## src/rtl/shift_ctrl.sv

```systemverilog
`default_nettype none
// ============================================================================
//  Module   : shift_ctrl
//  Brief    : Control stage ahead of the LED shift register. Synchronises the
//             board switches and direction button, debounces the button,
//             toggles the shift direction on each accepted press, and
//             produces a one-cycle shift strobe at one of four rates with
//             run/pause.
//  Revision : 1.0 - initial release
// ============================================================================
module shift_ctrl #(
    parameter int          NB_COUNTER = 32,
    parameter int unsigned LIMIT_0    = 2**20,
    parameter int unsigned LIMIT_1    = 2**22,
    parameter int unsigned LIMIT_2    = 2**24,
    parameter int unsigned LIMIT_3    = 2**26,
    parameter int unsigned DB_CYCLES  = 2**16
) (
    input  logic       clock,
    input  logic       i_reset,
    input  logic [2:0] i_sw,
    input  logic       i_btn_dir,
    output logic       o_enable,
    output logic       o_shift_dir,
    output logic       o_run
);

    // ------------------------------------------------------------------------
    // Constants
    // ------------------------------------------------------------------------
    // Terminal counts are pre-computed at NB_COUNTER width so every compare
    // in the prescaler is a plain unsigned equality.
    localparam logic [NB_COUNTER-1:0] LIMIT_M1_0 = NB_COUNTER'(LIMIT_0 - 1);
    localparam logic [NB_COUNTER-1:0] LIMIT_M1_1 = NB_COUNTER'(LIMIT_1 - 1);
    localparam logic [NB_COUNTER-1:0] LIMIT_M1_2 = NB_COUNTER'(LIMIT_2 - 1);
    localparam logic [NB_COUNTER-1:0] LIMIT_M1_3 = NB_COUNTER'(LIMIT_3 - 1);

    // The stability counter never exceeds DB_CYCLES-1.
    localparam int                NB_DB  = (DB_CYCLES > 1) ? $clog2(DB_CYCLES) : 1;
    localparam logic [NB_DB-1:0]  DB_TOP = NB_DB'(DB_CYCLES - 1);

    // Prescaler run/pause state. The state register doubles as the second
    // synchroniser stage of the run switch, so run_s is simply the state.
    localparam logic [0:0] ST_PAUSED  = 1'b0;
    localparam logic [0:0] ST_RUNNING = 1'b1;

    // ------------------------------------------------------------------------
    // Signals
    // ------------------------------------------------------------------------
    // Synchronisers
    logic [2:0]            sw_meta;
    logic [1:0]            sel_s;
    logic                  btn_meta;
    logic                  btn_s;

    // Run/pause FSM
    logic [0:0]            state;
    logic [0:0]            next_state;
    logic                  run_s;

    // Prescaler
    logic [1:0]            sel_q;
    logic [NB_COUNTER-1:0] count;
    logic [NB_COUNTER-1:0] count_next;
    logic [NB_COUNTER-1:0] limit_m1;
    logic                  enable_next;
    logic                  sel_change;

    // Debounce and direction
    logic                  btn_db;
    logic [NB_DB-1:0]      db_count;
    logic [NB_DB-1:0]      db_count_next;
    logic                  db_accept;
    logic                  shift_dir;
    logic                  enable;

    // ------------------------------------------------------------------------
    // Input synchronisation
    // ------------------------------------------------------------------------
    // Two-flop synchronisers for the asynchronous speed select and button.
    always_ff @(posedge clock or negedge i_reset) begin
        if (!i_reset) begin
            sw_meta  <= 3'b000;
            sel_s    <= 2'b00;
            btn_meta <= 1'b0;
            btn_s    <= 1'b0;
        end else begin
            sw_meta  <= i_sw;
            sel_s    <= sw_meta[2:1];
            btn_meta <= i_btn_dir;
            btn_s    <= btn_meta;
        end
    end

    // ------------------------------------------------------------------------
    // Run/pause FSM
    // ------------------------------------------------------------------------
    // State register: second stage of the run-switch synchroniser.
    always_ff @(posedge clock or negedge i_reset) begin
        if (!i_reset) begin
            state <= ST_PAUSED;
        end else begin
            state <= next_state;
        end
    end

    // Next state follows the first synchroniser stage of the run switch.
    always_comb begin
        next_state = ST_PAUSED;
        if (sw_meta[0]) begin
            next_state = ST_RUNNING;
        end
    end

    assign run_s = (state == ST_RUNNING);

    // Terminal-count select for the currently latched speed.
    always_comb begin
        limit_m1 = LIMIT_M1_0;
        case (sel_q)
            2'd0:    limit_m1 = LIMIT_M1_0;
            2'd1:    limit_m1 = LIMIT_M1_1;
            2'd2:    limit_m1 = LIMIT_M1_2;
            default: limit_m1 = LIMIT_M1_3;
        endcase
    end

    // Output decode: a speed change restarts the period and overrides any
    // pulse due on the same edge; pause holds the count without clearing it.
    always_comb begin
        sel_change  = (sel_s != sel_q);
        count_next  = count;
        enable_next = 1'b0;
        if (sel_change) begin
            count_next = '0;
        end else if (state == ST_RUNNING) begin
            if (count == limit_m1) begin
                count_next  = '0;
                enable_next = 1'b1;
            end else begin
                count_next = count + NB_COUNTER'(1);
            end
        end
    end

    // Prescaler registers. sel_q always ends up equal to sel_s: it either
    // already matches or it is the speed-change case that loads it.
    always_ff @(posedge clock or negedge i_reset) begin
        if (!i_reset) begin
            sel_q  <= 2'b00;
            count  <= '0;
            enable <= 1'b0;
        end else begin
            sel_q  <= sel_s;
            count  <= count_next;
            enable <= enable_next;
        end
    end

    // ------------------------------------------------------------------------
    // Button debounce and direction toggle
    // ------------------------------------------------------------------------
    // A new level is accepted once it has differed from the debounced level
    // on DB_CYCLES consecutive edges; any return to the old level restarts.
    always_comb begin
        db_accept     = 1'b0;
        db_count_next = '0;
        if (btn_s != btn_db) begin
            if (db_count == DB_TOP) begin
                db_accept = 1'b1;
            end else begin
                db_count_next = db_count + NB_DB'(1);
            end
        end
    end

    // Debounced level, stability count, and direction, which flips on the
    // same edge that the debounced level rises (a release never toggles).
    always_ff @(posedge clock or negedge i_reset) begin
        if (!i_reset) begin
            btn_db    <= 1'b0;
            db_count  <= '0;
            shift_dir <= 1'b1;
        end else begin
            db_count <= db_count_next;
            if (db_accept) begin
                btn_db <= btn_s;
                if (btn_s) begin
                    shift_dir <= ~shift_dir;
                end
            end
        end
    end

    // ------------------------------------------------------------------------
    // Outputs (all driven straight from flops)
    // ------------------------------------------------------------------------
    assign o_enable    = enable;
    assign o_shift_dir = shift_dir;
    assign o_run       = run_s;

endmodule
`default_nettype wire

```

## config.mk

```make
export PLATFORM = sky130hd
export DESIGN_NAME = shift_ctrl
export DESIGN_NICKNAME = d
export VERILOG_FILES = /design/src/rtl/shift_ctrl.sv
export SDC_FILE = /design/constraint.sdc
export NUM_CORES = 1
export LEC_CHECK = 0
export CAP_MARGIN = 10
export CORE_AREA = 2 2 112 114
export DETAILED_ROUTE_END_ITERATION = 16
export DIE_AREA = 0 0 114 116
export PLACE_DENSITY = 0.44
export SLEW_MARGIN = 20
export SYNTH_ARGS = -nofsm -noshare
export SYNTH_HDL_FRONTEND = slang
export SYNTH_SLANG_ARGS = --single-unit
```

## constraint.sdc

```tcl
create_clock -name clock -period 2.8 [get_ports clock]
set_input_delay 0.7 -clock clock [delete_from_list [all_inputs] [get_ports clock]]
set_output_delay 0.7 -clock clock [all_outputs]
set_load 0.02 [all_outputs]
```

==> results.md <==
* FFs w/ async S/R, synth at 100%
* Tot GR Track Use at 10.4%
* Post-CTS Repair Setup Buffers at 0
* Hold path start: sw_meta[1]$_DFF_PN0_
* Core Area at 0.0119 mm^2
* Die Y-Extent at 116 um
* Num CTS Buffers at 9
* Worst-case reg-to-reg path depth at 5
* Share of post-route cells with drive strength above 1 at 11.3%
* Final Cycle Share at 83.1%
* DR WL/cell at 13.3 um
* Clock buffer depth at 2
* Critical path class: register to register
* Pins Over Slew Limit at 0
* Vias after detailed routing at 2,105
* Drt first-iter violations at 96
* Crit. End Element: register
* Switching Share at 23.7%
* CP cell instances: or3_1 > a2111oi_0 > o2111ai_1 > and2_1 > a221o_1
* Slew @ Worst Pin at 0.919 ns
* Clk slew on worst S/H paths at 0.05 ns
* Leak pwr at 0.00144 uW
* Setup WS post-layout at 0.474 ns
* Setup TNS at 0 ns
* Unrepaired setup endpoints after global routing: false
* F_max at 430 MHz
* Max-Cap Viols at 0
* DP HPWL at 4080 um
* Internal at 1540 uW
* CTS tree: done
* Yosys cell types at 39
* Max VDD drop at 0.000231 V
* Critical path data arrival time at 2.53 ns
* Combinational group share of total power at 4.0%
* PortBufs at 8
* Req. time, crit path at 3.00 ns
* Commonest non-fill, non-tap cells in the layout: dfrtp_1, nor2_1, xnor2_1
* Pwr/cell area at 578 mW/mm^2
* CTS H-tree depth at 3
* Synth warnings at 0
* R2R setup slack at 0.47 ns
* Slowest stage delay, CP at 0.51 ns
* Syn Nets at 295
* Final min period at 2.33 ns
* Setup violators final at 0
* RR Startpoint: count[20]$_DFFE_PN0P_
* Sequential share of the synthesized area at 52.0%
* Worst r2r dst: count[27]$_DFFE_PN0P_
* Clk_lat worst skew at 0.33 ns
* Global-route wire length before repair at 10,900 um
* # IOs at 9
* DIE AREA at 0.0132 mm^2
* Slowest CP cell: a2111oi_0
* Crit path buf inv count at 0
* Final Hold Vio Count at 0
* CTS Hold Bufs at 0
* Number of synthesized register bits at 61
* Synth Area per Inst at 10.2 um^2
* Largest net degree at the start of global routing at 62
* Initial DRT Pass Iterations at 4
* Top FF cell, synth: dfrtp_1
* Antenna cells at 0
* Commonest non-fill, non-tap cell in the layout: dfrtp_1
* Sw Pwr at 481 uW
* CTS sink cnt at 61
* DR DRC count at 0
* Initial antenna violation count at 0
* Hold Path Cell Cnt at 0
* Crit-path max FO at 7
* Synth Instances at 287
* Vias in the first global route at 2,232
* Clk pwr share at 51.2%
* Critical path launch point type: register
* Worst hold path type: register to register
* Post-layout nets at 313
* Routed Antenna Nets at 0
* Avg Vias per Cell at 4.61
* Clk root buf: clkbuf_16
* Slew HR at 38.0%
* Rows at 40
* Flop pwr share at 44.8%
* Hold endpoint: sel_s[0]$_DFF_PN0_
* Worst slack at placement at 0.570 ns
* EDFF count, synth at 0
* Clock Skews at 0.00646 ns
* GR Overflow Total at 0
* Status: finished, final reports clean
* Gp weighted congestion at 0.758
* Post-Route WL at 6060 um
* Initial Utilization at 24.7%
* Post_cts resized at 0
* Die X at 114 um
* CP top delay family: compound AO/OA/AOI/OAI gates
* Syn Std Cell Area at 0.00294 mm^2
* Area Growth Syn to Fin at 19.1%
-- logic make-up after synthesis --
kind of cell | Yosys count | share of synthesized area, %
AND/OR/NAND/NOR | 154 | 28.0
flip-flops | 61 | 52.0
AO/OA/AOI/OAI | 13 | 4.04
buffers and inverters | 13 | 1.87
adder cells (fa/ha/maj) | 2 | 0.851
XOR/XNOR | 42 | 12.5
multiplexers | 2 | 0.766
-- state kept, by name, indices dropped and copies added, names as in the netlist --
register / count
o_run: 1
count: 32
db_count: 16
btn_db: 1
btn_meta: 1
sel_s: 2
sel_q: 2
sw_meta: 3
o_enable: 1
btn_s: 1
o_shift_dir: 1
-- how the worst max path moves through the flow --
stage	start	to	slack, ns	depth (start not counted)
after floorplan	count[20]$_DFFE_PN0P_	count[26]$_DFFE_PN0P_	0.81	5
after global placement	count[20]$_DFFE_PN0P_	count[29]$_DFFE_PN0P_	0.49	5
after detailed placement	count[20]$_DFFE_PN0P_	count[26]$_DFFE_PN0P_	0.57	5
after CTS	count[20]$_DFFE_PN0P_	count[27]$_DFFE_PN0P_	0.50	5
after global routing	count[20]$_DFFE_PN0P_	count[27]$_DFFE_PN0P_	0.27	5
final	count[20]$_DFFE_PN0P_	count[27]$_DFFE_PN0P_	0.47	5
-- final cells by class --
| type | instances | area (um^2) |
|---|---|---|
| repair buffers | 13 | 113 |
| clock inverters | 6 | 47.5 |
| fillers | 1250 | 8410 |
| multi-input cells | 213 | 1360 |
| inverters | 7 | 26.3 |
| flip-flops and latches | 61 | 1530 |
| clock buffers | 10 | 239 |
| well taps | 147 | 184 |
-- through the flow --
stage	instances	utilization [%]	instance area [um^2]	hold WS (ns)	power [uW]
final	457	29.4	3500	0.347	2020
after global placement	441	26.9	3210	0.332	1010
after global routing	457	29.4	3500	0.353	2110
after CTS	457	29.3	3490	0.348	2050
after detailed placement	441	26.9	3210	0.336	1010
after floorplan	287	-	2940	0.331	960
-- layer usage --
metal  track usage [%]  wire [um]  part of all wire [%]  up-vias
li1                  -          -                     -     1053
met1              14.5       3120                    51     1013
met2              15.5       2640                    44       31
met3              2.41        211                   3.5        8
met4              4.63         82                   1.4        0
met5                 0          0                     0        -
-- worst register-to-register path, cell delays in order (launching register included) --
cell	delay [ns]
dfrtp_1	0.45
or3_1	0.39
a2111oi_0	0.51
o2111ai_1	0.28
and2_1	0.26
a221o_1	0.31
-- power by group through the flow --
stage | registers [uW] | logic [uW] | clock network (uW)
CTS | 907 | 83.9 | 1060
detailed placement | 922 | 83.7 | 0
floorplan | 920 | 40.0 | 0
global route | 908 | 92.3 | 1110
global placement | 922 | 84.4 | 0
finish | 907 | 80.7 | 1040
-- synthesized netlist by cell type, drive strengths merged (2+ instances only) --
cell type | count | area (um^2)
a211o | 2 | 17.5
a221o | 3 | 30.0
and3 | 11 | 68.8
and4 | 6 | 53.8
buf | 3 | 17.5
clkbuf | 3 | 11.3
dfrtp | 60 | 1500
ha | 2 | 25.0
inv | 7 | 26.3
mux2 | 2 | 22.5
nand2 | 17 | 63.8
nand3 | 18 | 90.1
nand4 | 18 | 143
nor2 | 55 | 211
nor3 | 11 | 60.1
nor3b | 2 | 15.0
nor4 | 9 | 71.3
o311ai | 2 | 17.5
or3 | 3 | 18.8
xnor2 | 22 | 193
xor2 | 20 | 175
Note: power is estimated with default switching activity, not from simulation.
